$ cat config.mk
export PLATFORM = sky130hd
export DESIGN_NAME = dma_addr_gen
export DESIGN_NICKNAME = d
export VERILOG_FILES = /design/src/rtl/dma_addr_gen_pkg.sv /design/src/rtl/dma_counter.sv /design/src/rtl/dma_addr_gen.sv
export SDC_FILE = /design/constraint.sdc
export NUM_CORES = 1
export LEC_CHECK = 0
export BUFFER_PORTS_ARGS = -buffer_cell sky130_fd_sc_hd__buf_2
export CELL_PAD_IN_SITES_DETAIL_PLACEMENT = 0
export CELL_PAD_IN_SITES_GLOBAL_PLACEMENT = 1
export CORE_MARGIN = 1
export CORE_UTILIZATION = 40
export DETAILED_ROUTE_END_ITERATION = 16
export PLACE_DENSITY = 0.77
export SLEW_MARGIN = 20
export SYNTH_ARGS = -nofsm -noshare
export SYNTH_HDL_FRONTEND = slang
export SYNTH_SLANG_ARGS = --single-unit
$ cat constraint.sdc
create_clock -name clk -period 6.5 [get_ports clk]
set_input_delay 1.3 -clock clk [delete_from_list [all_inputs] [get_ports clk]]
set_output_delay 1.3 -clock clk [all_outputs]
set_load 0.03 [all_outputs]
$ cat src/rtl/dma_addr_gen_pkg.sv
// Shared definitions for the DMA address generator: instruction codes,
// control-register layout, counting modes and run-state encoding.
package dma_addr_gen_pkg;

  localparam logic [2:0] I_WRCR   = 3'b000;
  localparam logic [2:0] I_RDCR   = 3'b001;
  localparam logic [2:0] I_RDWC   = 3'b010;
  localparam logic [2:0] I_RDAC   = 3'b011;
  localparam logic [2:0] I_REINIT = 3'b100;
  localparam logic [2:0] I_LDAR   = 3'b101;
  localparam logic [2:0] I_LDWC   = 3'b110;
  localparam logic [2:0] I_START  = 3'b111;

  localparam int CR_MODE_LSB = 0;
  localparam int CR_MODE_MSB = 1;
  localparam int CR_DIR      = 2;
  localparam int CR_AUTO     = 3;

  typedef enum logic [1:0] {
    M_CNTDN    = 2'd0,
    M_CNTUP    = 2'd1,
    M_ADDRSTOP = 2'd2,
    M_INFINITE = 2'd3
  } mode_e;

  typedef enum logic [1:0] {
    IDLE = 2'd0,
    RUN  = 2'd1,
    DONE = 2'd2
  } state_e;

endpackage

$ cat src/rtl/dma_counter.sv
// Loadable up/down counter with a registered one-cycle wrap pulse.
// q_step exposes the post-step value so the parent can test terminal conditions.
module dma_counter #(
  parameter int W = 16
) (
  input  logic         clk,
  input  logic         rst,
  input  logic         load,
  input  logic [W-1:0] load_val,
  input  logic         en,
  input  logic         down,
  output logic [W-1:0] q,
  output logic [W-1:0] q_step,
  output logic         wrap
);

  logic wrap_cond;

  assign q_step    = down ? (q - W'(1)) : (q + W'(1));
  assign wrap_cond = down ? (q == '0) : (q == '1);

  // A load wins over the step value, but a step that wrapped is still reported.
  always_ff @(posedge clk or posedge rst) begin
    if (rst) begin
      q    <= '0;
      wrap <= 1'b0;
    end else begin
      wrap <= en & wrap_cond;
      if (load)
        q <= load_val;
      else if (en)
        q <= q_step;
    end
  end

endmodule

$ cat src/rtl/dma_addr_gen.sv
// Parametrised Am2940-style DMA address generator with run/done sequencing,
// per-transfer handshake, selectable direction and chained-block auto-reload.
module dma_addr_gen
  import dma_addr_gen_pkg::*;
#(
  parameter int AW = 16,
  parameter int WW = 16
) (
  input  logic          clk,
  input  logic          reset,
  input  logic [2:0]    instr,
  input  logic          instr_vld,
  input  logic [AW-1:0] data_in,
  output logic [AW-1:0] data_out,
  output logic          oe_data,
  input  logic          xfer_req,
  output logic          xfer_ack,
  output logic [AW-1:0] addr,
  output logic          done,
  output logic          busy,
  output logic          aco,
  output logic          wco
);

  if (WW > AW) begin : g_bad_width
    $error("dma_addr_gen: WW must not exceed AW");
  end

  logic [3:0]    cr_reg, cr_next;
  logic [AW-1:0] ar_reg, ar_next;
  logic [WW-1:0] wcr_reg, wcr_next;
  state_e        state_reg, state_next;
  logic          done_reg, done_next;

  logic [AW-1:0] ac, ac_step, ac_load_val;
  logic [WW-1:0] wc, wc_step, wc_load_val;
  logic          ac_load, wc_load;
  mode_e         mode;
  logic          dir, autoreload, ctl_instr, term, step_term;

  assign mode       = mode_e'(cr_reg[CR_MODE_MSB:CR_MODE_LSB]);
  assign dir        = cr_reg[CR_DIR];
  assign autoreload = cr_reg[CR_AUTO];

  // Register-loading instructions pre-empt a same-cycle transfer.
  assign ctl_instr = instr_vld &&
                     (instr == I_REINIT || instr == I_LDAR || instr == I_LDWC);
  assign busy      = (state_reg == RUN);
  assign xfer_ack  = busy & xfer_req & ~ctl_instr;
  assign addr      = ac;
  assign done      = done_reg;

  dma_counter #(.W(AW)) u_ac (
    .clk      (clk),
    .rst      (reset),
    .load     (ac_load),
    .load_val (ac_load_val),
    .en       (xfer_ack),
    .down     (dir),
    .q        (ac),
    .q_step   (ac_step),
    .wrap     (aco)
  );

  // Word counter counts down in modes 0 and 2, up in modes 1 and 3.
  dma_counter #(.W(WW)) u_wc (
    .clk      (clk),
    .rst      (reset),
    .load     (wc_load),
    .load_val (wc_load_val),
    .en       (xfer_ack),
    .down     (~mode[0]),
    .q        (wc),
    .q_step   (wc_step),
    .wrap     (wco)
  );

  always_comb begin
    term = 1'b0;
    case (mode)
      M_CNTDN:    term = (wc_step == '0);
      M_CNTUP:    term = (wc_step == wcr_reg);
      M_ADDRSTOP: term = (ac_step == AW'(wcr_reg));
      default:    term = 1'b0;
    endcase
  end

  assign step_term = xfer_ack & term;

  always_comb begin
    state_next  = state_reg;
    done_next   = (state_reg == RUN) ? 1'b0 : done_reg;
    cr_next     = cr_reg;
    ar_next     = ar_reg;
    wcr_next    = wcr_reg;
    ac_load     = 1'b0;
    ac_load_val = ar_reg;
    wc_load     = 1'b0;
    wc_load_val = mode[0] ? '0 : wcr_reg;

    if (step_term) begin
      done_next = 1'b1;
      if (autoreload) begin
        ac_load = 1'b1;
        wc_load = 1'b1;
      end else begin
        state_next = DONE;
      end
    end

    if (instr_vld) begin
      case (instr)
        I_WRCR: cr_next = data_in[3:0];
        I_REINIT: begin
          ac_load    = 1'b1;
          wc_load    = 1'b1;
          state_next = IDLE;
          done_next  = 1'b0;
        end
        I_LDAR: begin
          ar_next     = data_in;
          ac_load     = 1'b1;
          ac_load_val = data_in;
          state_next  = IDLE;
          done_next   = 1'b0;
        end
        I_LDWC: begin
          wcr_next    = data_in[WW-1:0];
          wc_load     = 1'b1;
          wc_load_val = mode[0] ? '0 : data_in[WW-1:0];
          state_next  = IDLE;
          done_next   = 1'b0;
        end
        I_START: begin
          if (state_reg != RUN) begin
            if (mode == M_CNTDN && wc == '0) begin
              state_next = DONE;
              done_next  = 1'b1;
            end else begin
              state_next = RUN;
              done_next  = 1'b0;
            end
          end
        end
        default: ;
      endcase
    end
  end

  always_ff @(posedge clk or posedge reset) begin
    if (reset) begin
      state_reg <= IDLE;
      done_reg  <= 1'b0;
      cr_reg    <= '0;
      ar_reg    <= '0;
      wcr_reg   <= '0;
    end else begin
      state_reg <= state_next;
      done_reg  <= done_next;
      cr_reg    <= cr_next;
      ar_reg    <= ar_next;
      wcr_reg   <= wcr_next;
    end
  end

  always_comb begin
    data_out = '0;
    oe_data  = 1'b0;
    if (instr_vld) begin
      case (instr)
        I_RDCR: begin oe_data = 1'b1; data_out = AW'(cr_reg); end
        I_RDWC: begin oe_data = 1'b1; data_out = AW'(wc);     end
        I_RDAC: begin oe_data = 1'b1; data_out = ac;          end
        default: ;
      endcase
    end
  end

endmodule

==> impl_metrics.prom, run 1 <==
# TYPE chip_impl_metric gauge
chip_impl_metric{name="yosys_warnings",unit=""} 0
chip_impl_metric{name="clkTransAtPathRegs",unit="ns"} 0.06
chip_impl_metric{name="reg2regPathDepth",unit=""} 12
chip_impl_metric{name="drt_first_pass_iters",unit=""} 5
chip_impl_metric{name="finalSetupTns",unit="ns"} 0
chip_impl_metric{name="synth_seq_area_share",unit=""} 0.2853
chip_impl_metric{name="area_share_of_the_leading_cell_type_in_the_synthesized_netlist",unit=""} 0.2853
chip_impl_metric{name="asyncSetResetFlopFracSynth",unit=""} 1.000
chip_impl_metric{name="maxSlewViolCount",unit=""} 0
chip_impl_metric{name="power.combinational.fraction",unit=""} 0.644
chip_impl_info{name="worstPathCellList",value="inv_1 > fa_1 > nand2b_1 > a211oi_2 > o21ai_2 > a211oi_1 > xor2_1 > a2111oi_1 > nand3_1 > nor4_2 > and3b_1 > mux2_4"} 1
chip_impl_metric{name="synth-edff-count",unit=""} 0
chip_impl_info{name="worst_hold_startpoint",value="ar_reg[10]"} 1
chip_impl_metric{name="timing_hold_violations_final",unit=""} 0
chip_impl_metric{name="tritoncts.num_buffers",unit=""} 9
chip_impl_metric{name="wire_length_of_the_first_global_routing_pass",unit="µm"} 31500
chip_impl_metric{name="seq_power_share",unit=""} 0.224
chip_impl_metric{name="htreeDepth",unit=""} 3
chip_impl_metric{name="finalSetupViolCount",unit=""} 0
chip_impl_info{name="crit_start_category",value="register"} 1
chip_impl_metric{name="vias_per_cell",unit=""} 5.967
chip_impl_info{name="post-synth-top-count-cell",value="sky130_fd_sc_hd__nor2_1"} 1
chip_impl_metric{name="drive_gt1_frac",unit=""} 0.2076
chip_impl_metric{name="grt_overflow_total",unit=""} 0
chip_impl_metric{name="detail_route.wirelength",unit="µm"} 19900
chip_impl_metric{name="post_cts_resized",unit=""} 0
chip_impl_metric{name="power_report.internal_total",unit="µW"} 1962
chip_impl_metric{name="synth.distinct_cells",unit=""} 77
chip_impl_metric{name="clock_insertion_delay_worst_skew",unit="ns"} 0.35
chip_impl_metric{name="initial_utilization",unit=""} 0.4151
chip_impl_metric{name="cts_buffer_depth",unit=""} 2
chip_impl_info{name="synth-main-ff-cell",value="sky130_fd_sc_hd__dfrtp_1"} 1
chip_impl_metric{name="timing.final.crit_period",unit="ns"} 4.874
chip_impl_info{name="cts.root.buffer_cell",value="sky130_fd_sc_hd__clkbuf_16"} 1
chip_impl_info{name="outcome",value="finished, final reports clean"} 1
chip_impl_metric{name="post_cts_buffers",unit=""} 0
chip_impl_metric{name="cts.sink_count",unit=""} 73
chip_impl_metric{name="num_rows",unit=""} 45
chip_impl_metric{name="syn_nets",unit=""} 779
chip_impl_metric{name="remaining_routing_drc_violations",unit=""} 0
chip_impl_metric{name="grt_start_max_net_pins",unit=""} 74
chip_impl_metric{name="port_buffers",unit=""} 60
chip_impl_metric{name="ioPinCount",unit=""} 61
chip_impl_info{name="tritoncts",value="built"} 1
chip_impl_metric{name="grt_util_all_layers",unit=""} 0.2516
chip_impl_metric{name="fp.coreArea",unit="mm²"} 0.01543
chip_impl_metric{name="max_slew.worst_pin.slew",unit="ns"} 1.102
chip_impl_metric{name="fin_total_pwr",unit="µW"} 3947
chip_impl_metric{name="clock_power_share",unit=""} 0.132
chip_impl_metric{name="holdPathStages",unit=""} 1
chip_impl_metric{name="p_sw_frac",unit=""} 0.5029
chip_impl_metric{name="worst-r2r-setup-slack",unit="ns"} 1.63
chip_impl_info{name="timing.setup.critical_path_class",value="reg2reg"} 1
chip_impl_metric{name="fmaxAchievable",unit="MHz"} 205.2
chip_impl_info{name="critPathSlowestCell",value="sky130_fd_sc_hd__dfrtp_1"} 1
chip_impl_metric{name="path_max_fanout",unit=""} 16
chip_impl_metric{name="maxCapViolCount",unit=""} 0
chip_impl_metric{name="grt_pass1_vias",unit=""} 5620
chip_impl_metric{name="p_per_area",unit="mW/mm²"} 555.5
chip_impl_metric{name="design.final.nets",unit=""} 813
chip_impl_info{name="synth_area_leader_cell",value="sky130_fd_sc_hd__dfrtp_1"} 1
chip_impl_metric{name="dp.final_hpwl",unit="µm"} 15110
chip_impl_metric{name="antenna_found_initial",unit=""} 0
chip_impl_metric{name="die_width",unit="µm"} 128.5
chip_impl_metric{name="synth.cell_area",unit="mm²"} 0.006404
chip_impl_metric{name="cpPeakStageDelay",unit="ns"} 0.74
chip_impl_metric{name="nFillCells",unit=""} 1528
chip_impl_info{name="synthTopCellsByCount",value="79 x sky130_fd_sc_hd__nor2_1, 73 x sky130_fd_sc_hd__dfrtp_1, 52 x sky130_fd_sc_hd__a21oi_1, 47 x sky130_fd_sc_hd__nand2_1, 43 x sky130_fd_sc_hd__mux2_2"} 1
chip_impl_info{name="min_delay_worst_endpoint",value="ar_reg[10]"} 1
chip_impl_metric{name="hold_buffers",unit=""} 0
chip_impl_metric{name="power_leakage",unit="µW"} 0.003250
chip_impl_metric{name="wire_per_inst",unit="µm"} 20.47
chip_impl_metric{name="critPathRequiredTime",unit="ns"} 6.73
chip_impl_metric{name="diodes",unit=""} 0
chip_impl_info{name="worst_r2r_startpoint",value="cr_reg[2]"} 1
chip_impl_info{name="terminus_of_the_critical_flop_to_flop_path",value="u_ac.q[15]"} 1
chip_impl_metric{name="relSlewSlack",unit=""} 0.2657
chip_impl_metric{name="layout_worst_path_cycle_share",unit=""} 0.7499
chip_impl_metric{name="antenna_violating_nets_post_route",unit=""} 0
chip_impl_info{name="rsz0062_at_grt",value="false"} 1
chip_impl_metric{name="synth.avg_cell_area",unit="µm²"} 8.869
chip_impl_metric{name="drt_first_iter_violations",unit=""} 480
chip_impl_info{name="hold_path_class",value="reg2reg"} 1
chip_impl_metric{name="die-area",unit="mm²"} 0.01652
chip_impl_metric{name="areaGrowthSynthToFinish",unit="%"} 10.94
chip_impl_metric{name="route.vias.total",unit=""} 5800
chip_impl_metric{name="synth_cells",unit=""} 722
chip_impl_metric{name="critical_path_arrival",unit="ns"} 5.11
chip_impl_metric{name="worst_voltage_drop_across_the_vdd_grid",unit="mV"} 0.2660
chip_impl_info{name="synth_area_leaders",value="sky130_fd_sc_hd__dfrtp_1 29%, sky130_fd_sc_hd__mux2_2 7.6%, sky130_fd_sc_hd__ha_1 6.3%"} 1
chip_impl_metric{name="clock-skew-final",unit="ns"} 0.008643
chip_impl_info{name="critPathCaptureType",value="register"} 1
chip_impl_metric{name="gp_congestion",unit=""} 0.9439
chip_impl_metric{name="chipHeight",unit="µm"} 128.5
chip_impl_metric{name="postSynthRegisterBits",unit=""} 73
chip_impl_metric{name="netSwitchingPower",unit="µW"} 1985
## worst max-delay path, delay by kind of cell, from the launching register on
kind                     cells  cell delay (ns)
XOR/XNOR                     1             0.14
adder cells (fa/ha/maj)      1             0.43
flip-flops                   1             0.74
AND/OR/NAND/NOR              4             1.15
buffers and inverters        1             0.21
AO/OA/AOI/OAI                4             1.61
multiplexers                 1             0.45
## power by group through the flow
stage          Sequential [µW]  Clock [µW]  Combinational (µW)
3_3_place_gp               882           0                2470
4_1_cts                    880         525                2520
6_report                   885         521                2540
3_5_place_dp               887           0                2500
2_1_floorplan              850           0                1880
5_1_grt                    904         543                2770
## per-layer routing
layer / global-route usage / share of wire / routed length (µm) / vias to the layer above
met2: 0.3914 / 0.45 / 8956 / 201
met5: 0 / 0 / 0 / -
met1: 0.3465 / 0.47 / 9255 / 2804
met3: 0.04449 / 0.052 / 1034 / 44
li1: - / - / - / 2751
met4: 0.09965 / 0.033 / 648 / 0
## how the worst max path moves through the flow
| stage | slack, ns | cells after the start | start | endpoint |
|---|---|---|---|---|
| floorplan | 1.94 | 17 | cr_reg[0] | u_ac.q[0] |
| global placement | 1.81 | 12 | cr_reg[2] | u_ac.q[15] |
| detailed placement | 1.71 | 12 | cr_reg[2] | u_ac.q[3] |
| CTS | 1.69 | 12 | cr_reg[2] | u_ac.q[15] |
| global route | 1.29 | 12 | cr_reg[2] | u_ac.q[6] |
| finish | 1.63 | 12 | cr_reg[2] | u_ac.q[15] |
## cell usage in the layout, fill, tap and decap left out, drive strengths merged, types with 18 or more instances in the layout
cell type  Yosys  layout
nor2          79      79
dfrtp         73      73
buf           16      65
a21oi         52      52
mux2          52      52
nand2         47      47
mux2i         34      34
ha            32      32
nor3          26      26
o21ai         26      26
inv           20      20
xnor2         18      18
## logic make-up after synthesis
family | Yosys count | synth area share
AND/OR/NAND/NOR | 267 | 0.2122
AO/OA/AOI/OAI | 166 | 0.1825
multiplexers | 86 | 0.1499
flip-flops | 73 | 0.2853
buffers and inverters | 62 | 0.04513
XOR/XNOR | 34 | 0.05627
adder cells (fa/ha/maj) | 34 | 0.06878
## layout make-up
cell class | count | area (µm²) | area share
multi-input combinational | 587 | 4293 | 0.6043
sequential | 73 | 1827 | 0.2571
timing repair buffer | 65 | 337.8 | 0.04755
tap | 211 | 264.0 | 0.03716
clock buffer | 12 | 256.5 | 0.03610
inverter | 20 | 75.07 | 0.01057
clock inverter | 4 | 51.30 | 0.007221
## per-stage QoR
step                      hold slack, ns  std cells  worst slack, ns  area, µm²    util
after floorplan                   0.4496        722            1.944       6404       -
after global placement            0.4746        956            1.811       6797  0.4406
after detailed placement          0.4855        956            1.715       6797  0.4406
after CTS                         0.4986        972            1.692       7104  0.4605
after global routing              0.5080        972            1.289       7104  0.4605
final                             0.4971        972            1.626       7104  0.4605
(Power assumes the default switching activity.)
==> run 2: changes to the inputs <==
==> constraint.sdc (replaced) <==
create_clock -name clk -period 4.9 [get_ports clk]
set_input_delay 0.98 -clock clk [delete_from_list [all_inputs] [get_ports clk]]
set_output_delay 0.98 -clock clk [all_outputs]
set_load 0.03 [all_outputs]
==> run 2 against run 1 <==
Maximum frequency is 7.7% higher. Die area stayed put. Combinational power is 35% higher. Flip-flop and latch count stayed put. Global-route usage is 0.71 points higher. Power is 36% higher. Routed wire length is 3.8% higher. Worst hold slack worse by 0.0077 ns. Sequential power is 30% higher. Critical path type unchanged. Largest cell class unchanged.
==> impl_metrics.prom, run 2 (synthesized netlist as in run 1, its figures left out) <==
# TYPE chip_impl_metric gauge
chip_impl_metric{name="htreeDepth",unit=""} 3
chip_impl_metric{name="clock-skew-final",unit="ns"} 0.009658
chip_impl_metric{name="gp_congestion",unit=""} 0.9571
chip_impl_metric{name="max_slew.worst_pin.slew",unit="ns"} 0.7884
chip_impl_metric{name="cts.sink_count",unit=""} 73
chip_impl_metric{name="critical_path.n_buffers_inverters",unit=""} 2
chip_impl_info{name="cts.root.buffer_cell",value="sky130_fd_sc_hd__clkbuf_16"} 1
chip_impl_info{name="critPathSlowestCell",value="sky130_fd_sc_hd__a2111oi_0"} 1
chip_impl_info{name="outcome",value="finished, final reports clean"} 1
chip_impl_metric{name="drive_gt1_frac",unit=""} 0.2202
chip_impl_metric{name="post_cts_buffers",unit=""} 0
chip_impl_info{name="worstPathCellList",value="inv_1 > buf_4 > ha_1 > o211ai_1 > a21oi_1 > nor4_1 > nand3b_1 > mux2i_1 > a2111oi_0 > nand4_1 > nor4_2 > and3b_2 > mux2_4"} 1
chip_impl_metric{name="fmaxAchievable",unit="MHz"} 221.0
chip_impl_metric{name="p_per_area",unit="mW/mm²"} 745.3
chip_impl_metric{name="clkTransAtPathRegs",unit="ns"} 0.06
chip_impl_metric{name="critical_path_arrival",unit="ns"} 4.77
chip_impl_metric{name="drt_first_iter_violations",unit=""} 452
chip_impl_metric{name="worst_voltage_drop_across_the_vdd_grid",unit="mV"} 0.2845
chip_impl_metric{name="path_max_fanout",unit=""} 16
chip_impl_metric{name="die_width",unit="µm"} 128.5
chip_impl_metric{name="cts_buffer_depth",unit=""} 2
chip_impl_metric{name="layout_worst_path_cycle_share",unit=""} 0.9235
chip_impl_metric{name="wire_per_inst",unit="µm"} 21.01
chip_impl_metric{name="antenna_found_initial",unit=""} 0
chip_impl_metric{name="antenna_violating_nets_post_route",unit=""} 0
chip_impl_metric{name="diodes",unit=""} 0
chip_impl_metric{name="reg2regPathDepth",unit=""} 13
chip_impl_metric{name="route.vias.total",unit=""} 5839
chip_impl_metric{name="chipHeight",unit="µm"} 128.5
chip_impl_metric{name="areaGrowthSynthToFinish",unit="%"} 12.82
chip_impl_metric{name="post_cts_resized",unit=""} 0
chip_impl_metric{name="design.final.nets",unit=""} 824
chip_impl_metric{name="nFillCells",unit=""} 1541
chip_impl_metric{name="power_leakage",unit="µW"} 0.003317
chip_impl_info{name="rsz0062_at_grt",value="false"} 1
chip_impl_info{name="layout.cells.most_common_list",value="79 x sky130_fd_sc_hd__nor2_1, 73 x sky130_fd_sc_hd__dfrtp_1, 60 x sky130_fd_sc_hd__buf_2, 52 x sky130_fd_sc_hd__a21oi_1, 47 x sky130_fd_sc_hd__nand2_1"} 1
chip_impl_metric{name="maxSlewViolCount",unit=""} 0
chip_impl_metric{name="worstSetupPathDepth",unit=""} 13
chip_impl_metric{name="grt_util_all_layers",unit=""} 0.2588
chip_impl_metric{name="timing_hold_violations_final",unit=""} 0
chip_impl_metric{name="initial_utilization",unit=""} 0.4151
chip_impl_info{name="crit_path_capture",value="u_ac.q[7]"} 1
chip_impl_metric{name="drt_first_pass_iters",unit=""} 6
chip_impl_metric{name="clock_insertion_delay_worst_skew",unit="ns"} 0.36
chip_impl_metric{name="dp.final_hpwl",unit="µm"} 15780
chip_impl_metric{name="grt_pass1_vias",unit=""} 5603
chip_impl_info{name="tritoncts",value="built"} 1
chip_impl_metric{name="worst-r2r-setup-slack",unit="ns"} 0.37
chip_impl_metric{name="place.detailed.instances",unit=""} 967
chip_impl_metric{name="detail_route.wirelength",unit="µm"} 20650
chip_impl_metric{name="fp.coreArea",unit="mm²"} 0.01543
chip_impl_metric{name="die-area",unit="mm²"} 0.01652
chip_impl_metric{name="port_buffers",unit=""} 60
chip_impl_metric{name="cpPeakStageDelay",unit="ns"} 0.58
chip_impl_metric{name="vias_per_cell",unit=""} 5.940
chip_impl_metric{name="relSlewSlack",unit=""} 0.4704
chip_impl_metric{name="wire_length_of_the_first_global_routing_pass",unit="µm"} 32080
chip_impl_info{name="crit_start_category",value="register"} 1
chip_impl_info{name="terminus_of_the_critical_flop_to_flop_path",value="u_ac.q[7]"} 1
chip_impl_metric{name="tritoncts.num_buffers",unit=""} 9
chip_impl_info{name="hold_path_class",value="reg2reg"} 1
chip_impl_info{name="mostFrequentLayoutCell",value="sky130_fd_sc_hd__nor2_1"} 1
chip_impl_metric{name="ioPinCount",unit=""} 61
chip_impl_info{name="setup.worst_path.start",value="cr_reg[0]"} 1
chip_impl_metric{name="grt_start_max_net_pins",unit=""} 42
chip_impl_metric{name="finalSetupTns",unit="ns"} 0
chip_impl_metric{name="critPathRequiredTime",unit="ns"} 5.14
chip_impl_metric{name="remaining_routing_drc_violations",unit=""} 0
chip_impl_info{name="critPathCaptureType",value="register"} 1
chip_impl_metric{name="finalSetupViolCount",unit=""} 0
chip_impl_metric{name="grt_overflow_total",unit=""} 0
chip_impl_metric{name="finish.cell_count_without_fillers",unit=""} 983
chip_impl_metric{name="timing.final.crit_period",unit="ns"} 4.525
chip_impl_info{name="timing.setup.critical_path_class",value="reg2reg"} 1
chip_impl_info{name="worst_r2r_startpoint",value="cr_reg[0]"} 1
chip_impl_metric{name="maxCapViolCount",unit=""} 0
chip_impl_metric{name="hold_buffers",unit=""} 0
chip_impl_info{name="crit_family",value="simple AND/OR/NAND/NOR gates"} 1
chip_impl_metric{name="num_rows",unit=""} 45
## run 2: worst min path at each step
stage	start	end	depth (start not counted)
after floorplan	ar_reg[12]	ar_reg[12]	2
after global placement	ar_reg[12]	ar_reg[12]	2
after detailed placement	ar_reg[12]	ar_reg[12]	2
after CTS	ar_reg[12]	ar_reg[12]	2
after global routing	ar_reg[12]	ar_reg[12]	2
final	ar_reg[12]	ar_reg[12]	2
## run 2: cell type report
cell class              count  area [µm²]  share of cell area
clock buffers              10       229.0             0.03169
clock inverters             6       115.1             0.01593
multi-input cells         587        4294              0.5944
inverters                  20       75.07             0.01039
repair buffers             76       420.4             0.05819
flip-flops and latches     73        1827              0.2529
well taps                 211       264.0             0.03654
## run 2: worst reg2reg max path, delay by kind of cell, from the launching register on
| kind | cells | cell delay (ns) |
|---|---|---|
| AOI/OAI and AO/OA | 3 | 1.16 |
| adders and majority gates | 1 | 0.50 |
| buffers and inverters | 2 | 0.41 |
| DFF | 1 | 0.44 |
| muxes | 2 | 0.53 |
| and+or+nand+nor | 5 | 1.37 |
## run 2: metal layers
metal  vias up  track usage  share of wire
met5         -            0              0
met4         0      0.08581          0.020
met3        33      0.04449          0.061
met2       206       0.4181           0.46
met1      2837       0.3505           0.45
li1       2763            -              -
## run 2: metrics by stage
step	setup WS (ns)	area [µm²]	util	total power [µW]	hold WS, ns
after CTS	0.2178	7223	0.4682	5355	0.4945
after global routing	0.1315	7224	0.4683	5748	0.5055
final	0.3749	7224	0.4683	5384	0.4894
after floorplan	0.3437	6404	-	3626	0.4496
after detailed placement	0.2207	6879	0.4459	4544	0.4798
after global placement	0.3510	6879	0.4459	4486	0.4750
## run 2: power breakdown
part	switching (µW)	internal [µW]	total, µW
sequential	350	796	1150
combinational	2030	1420	3440
clock	293	501	794
==> run 3: changes to the inputs <==
--- a/config.mk
+++ b/config.mk
@@ -12,7 +12,6 @@
 export CORE_UTILIZATION = 40
 export DETAILED_ROUTE_END_ITERATION = 16
 export PLACE_DENSITY = 0.77
-export SLEW_MARGIN = 20
 export SYNTH_ARGS = -nofsm -noshare
 export SYNTH_HDL_FRONTEND = slang
 export SYNTH_SLANG_ARGS = --single-unit
==> constraint.sdc (replaced) <==
create_clock -name clk -period 4.9 [get_ports clk]
set_input_delay 0.735 -clock clk [delete_from_list [all_inputs] [get_ports clk]]
set_output_delay 0.735 -clock clk [all_outputs]
set_load 0.03 [all_outputs]
==> run 3 against run 2 <==
Clock power fell by 7.6%. Clock skew down 0.0023 ns. Register-to-register slack worse by 0.06 ns. First-iteration DRC count fell by 5.5%. Utilization fell by 0.20 points. Largest power group unchanged. Flip-flop and latch count unchanged.
==> impl_metrics.prom, run 3 (synthesized netlist as in run 1, its figures left out) <==
# TYPE chip_impl_metric gauge
chip_impl_metric{name="design.final.nets",unit=""} 823
chip_impl_info{name="layout.cells.most_common_list",value="79 x sky130_fd_sc_hd__nor2_1, 73 x sky130_fd_sc_hd__dfrtp_1, 60 x sky130_fd_sc_hd__buf_2, 52 x sky130_fd_sc_hd__a21oi_1, 47 x sky130_fd_sc_hd__nand2_1"} 1
chip_impl_metric{name="timing.final.crit_period",unit="ns"} 4.587
chip_impl_metric{name="instance_area_after_placement",unit="mm²"} 0.006872
chip_impl_metric{name="utilization",unit=""} 0.4663
chip_impl_metric{name="areaGrowthSynthToFinish",unit="%"} 12.33
chip_impl_metric{name="clock_insertion_delay_worst_skew",unit="ns"} 0.35
chip_impl_metric{name="fp.coreArea",unit="mm²"} 0.01543
chip_impl_metric{name="drive_gt1_frac",unit=""} 0.2192
chip_impl_metric{name="tritoncts.num_buffers",unit=""} 9
chip_impl_metric{name="path_max_fanout",unit=""} 16
chip_impl_metric{name="wl_met1",unit="µm"} 9556
chip_impl_metric{name="p_per_area",unit="mW/mm²"} 740.5
chip_impl_metric{name="htreeDepth",unit=""} 3
chip_impl_metric{name="maxCapViolCount",unit=""} 0
chip_impl_metric{name="antenna_found_initial",unit=""} 0
chip_impl_metric{name="gp_congestion",unit=""} 0.8996
chip_impl_metric{name="finalSetupViolCount",unit=""} 0
chip_impl_metric{name="reg2regPathDepth",unit=""} 12
chip_impl_info{name="critPathCaptureType",value="register"} 1
chip_impl_metric{name="vias_per_cell",unit=""} 5.858
chip_impl_info{name="hold_path_class",value="reg2reg"} 1
chip_impl_metric{name="grt_pass1_vias",unit=""} 5571
chip_impl_metric{name="port_buffers",unit=""} 60
chip_impl_metric{name="cpPeakStageDelay",unit="ns"} 0.64
chip_impl_metric{name="power_leakage",unit="µW"} 0.003306
chip_impl_metric{name="antenna_violating_nets_post_route",unit=""} 0
chip_impl_metric{name="post_cts_buffers",unit=""} 0
chip_impl_metric{name="holdPathStages",unit=""} 1
chip_impl_metric{name="post-route-worst-setup-slack",unit="ns"} 0.3128
chip_impl_metric{name="grt_start_max_net_pins",unit=""} 41
chip_impl_metric{name="critical_path_arrival",unit="ns"} 4.82
chip_impl_metric{name="place_worst_setup_slack",unit="ns"} 0.1177
chip_impl_metric{name="diodes",unit=""} 0
chip_impl_metric{name="route.vias.total",unit=""} 5753
chip_impl_metric{name="ioPinCount",unit=""} 61
chip_impl_info{name="cts.root.buffer_cell",value="sky130_fd_sc_hd__clkbuf_16"} 1
chip_impl_metric{name="fin_hold_ws",unit="ns"} 0.4933
chip_impl_metric{name="wire_length_of_the_first_global_routing_pass",unit="µm"} 31400
chip_impl_metric{name="drt_first_pass_iters",unit=""} 5
chip_impl_metric{name="wire_per_inst",unit="µm"} 20.63
chip_impl_metric{name="worst_voltage_drop_across_the_vdd_grid",unit="mV"} 0.3604
chip_impl_info{name="crit_start_category",value="register"} 1
chip_impl_metric{name="finalSetupTns",unit="ns"} 0
chip_impl_metric{name="detail_route.wirelength",unit="µm"} 20260
chip_impl_info{name="topRoutingLayerUsed",value="met4"} 1
chip_impl_metric{name="cts_buffer_depth",unit=""} 2
chip_impl_metric{name="clock-skew-final",unit="ns"} 0.007321
chip_impl_info{name="cpMostUsedCell",value="sky130_fd_sc_hd__a21oi_1"} 1
chip_impl_info{name="worstPathCellList",value="inv_1 > ha_1 > o211ai_1 > a21oi_1 > o21ai_1 > a21oi_1 > nor3_1 > nor4_1 > o221ai_2 > nor4_2 > and3b_2 > mux2_4"} 1
chip_impl_metric{name="fmaxAchievable",unit="MHz"} 218.0
chip_impl_metric{name="maxSlewViolCount",unit=""} 0
chip_impl_metric{name="drt_first_iter_violations",unit=""} 427
chip_impl_metric{name="remaining_routing_drc_violations",unit=""} 0
chip_impl_metric{name="finalInstanceArea",unit="mm²"} 0.007193
chip_impl_metric{name="routed-wl-met3",unit="µm"} 934
chip_impl_metric{name="initial_utilization",unit=""} 0.4151
chip_impl_metric{name="relSlewSlack",unit=""} 0.3435
chip_impl_metric{name="chipHeight",unit="µm"} 128.5
chip_impl_metric{name="die-area",unit="mm²"} 0.01652
chip_impl_metric{name="cts.sink_count",unit=""} 73
chip_impl_info{name="critPathSlowestCell",value="sky130_fd_sc_hd__ha_1"} 1
chip_impl_info{name="mostFrequentLayoutCell",value="sky130_fd_sc_hd__nor2_1"} 1
chip_impl_metric{name="grt_util_all_layers",unit=""} 0.2522
chip_impl_metric{name="grt_overflow_total",unit=""} 0
chip_impl_metric{name="die_width",unit="µm"} 128.5
chip_impl_metric{name="critPathRequiredTime",unit="ns"} 5.13
chip_impl_info{name="outcome",value="finished, final reports clean"} 1
chip_impl_metric{name="dp.final_hpwl",unit="µm"} 15550
chip_impl_metric{name="num_rows",unit=""} 45
chip_impl_info{name="tritoncts",value="built"} 1
chip_impl_metric{name="clkTransAtPathRegs",unit="ns"} 0.06
chip_impl_metric{name="max_slew.worst_pin.slew",unit="ns"} 0.9772
chip_impl_info{name="rsz0062_at_grt",value="false"} 1
chip_impl_info{name="timing.setup.critical_path_class",value="reg2reg"} 1
chip_impl_metric{name="timing_hold_violations_final",unit=""} 0
chip_impl_metric{name="layout_worst_path_cycle_share",unit=""} 0.9362
chip_impl_metric{name="met2WireLength",unit="µm"} 9318
[run 3: report_power, final]
| group | internal (µW) | total, µW | switching [µW] |
|---|---|---|---|
| Combinational | 1420 | 3470 | 2050 |
| Clock | 449 | 734 | 285 |
| Sequential | 797 | 1120 | 326 |
[run 3: worst paths after layout]
kind / from / to / slack (ns)
min: ar_reg[5] / ar_reg[5] / 0.49
max reg2reg: cr_reg[0] / u_ac.q[5] / 0.31
min in group asynchronous: reset / u_wc.q[13] / 0.52
max in group asynchronous: reset / ar_reg[5] / 3.34
max: cr_reg[0] / u_ac.q[5] / 0.31
min reg2reg: ar_reg[5] / ar_reg[5] / 0.49
[run 3: repair_timing]
action | CTS | global route
setup endpoints to repair | 0 | 16
resized for setup | 0 | 1
hold buffers | 0 | 0
hold endpoints to repair | 0 | 0
[run 3: area by class of cell]
class	count	area, µm²
multi-input combinational	587	4294
clock inverter	6	91.34
timing repair buffer	75	412.9
clock buffer	10	229.0
sequential	73	1827
fill	1539	8234
tap	211	264.0
inverter	20	75.07
[run 3: routing by layer]
layer | GRT usage | vias to the layer above
li1 | - | 2776
met1 | 0.3404 | 2783
met2 | 0.4095 | 163
met3 | 0.04449 | 31
met4 | 0.08097 | 0
met5 | 0 | -
[run 3: critical path, delay by kind of cell (launching register included)]
family	cells	cell delay (ns)
flip-flops	1	0.45
AND/OR/NAND/NOR	4	1.36
AO/OA/AOI/OAI	5	1.37
adder cells (fa/ha/maj)	1	0.64
buffers and inverters	1	0.30
multiplexers	1	0.37
[run 3: metrics by stage]
stage	power [µW]	cells
floorplan	3626	722
global placement	4482	966
detailed placement	4535	966
CTS	5291	982
global route	5661	982
finish	5327	982
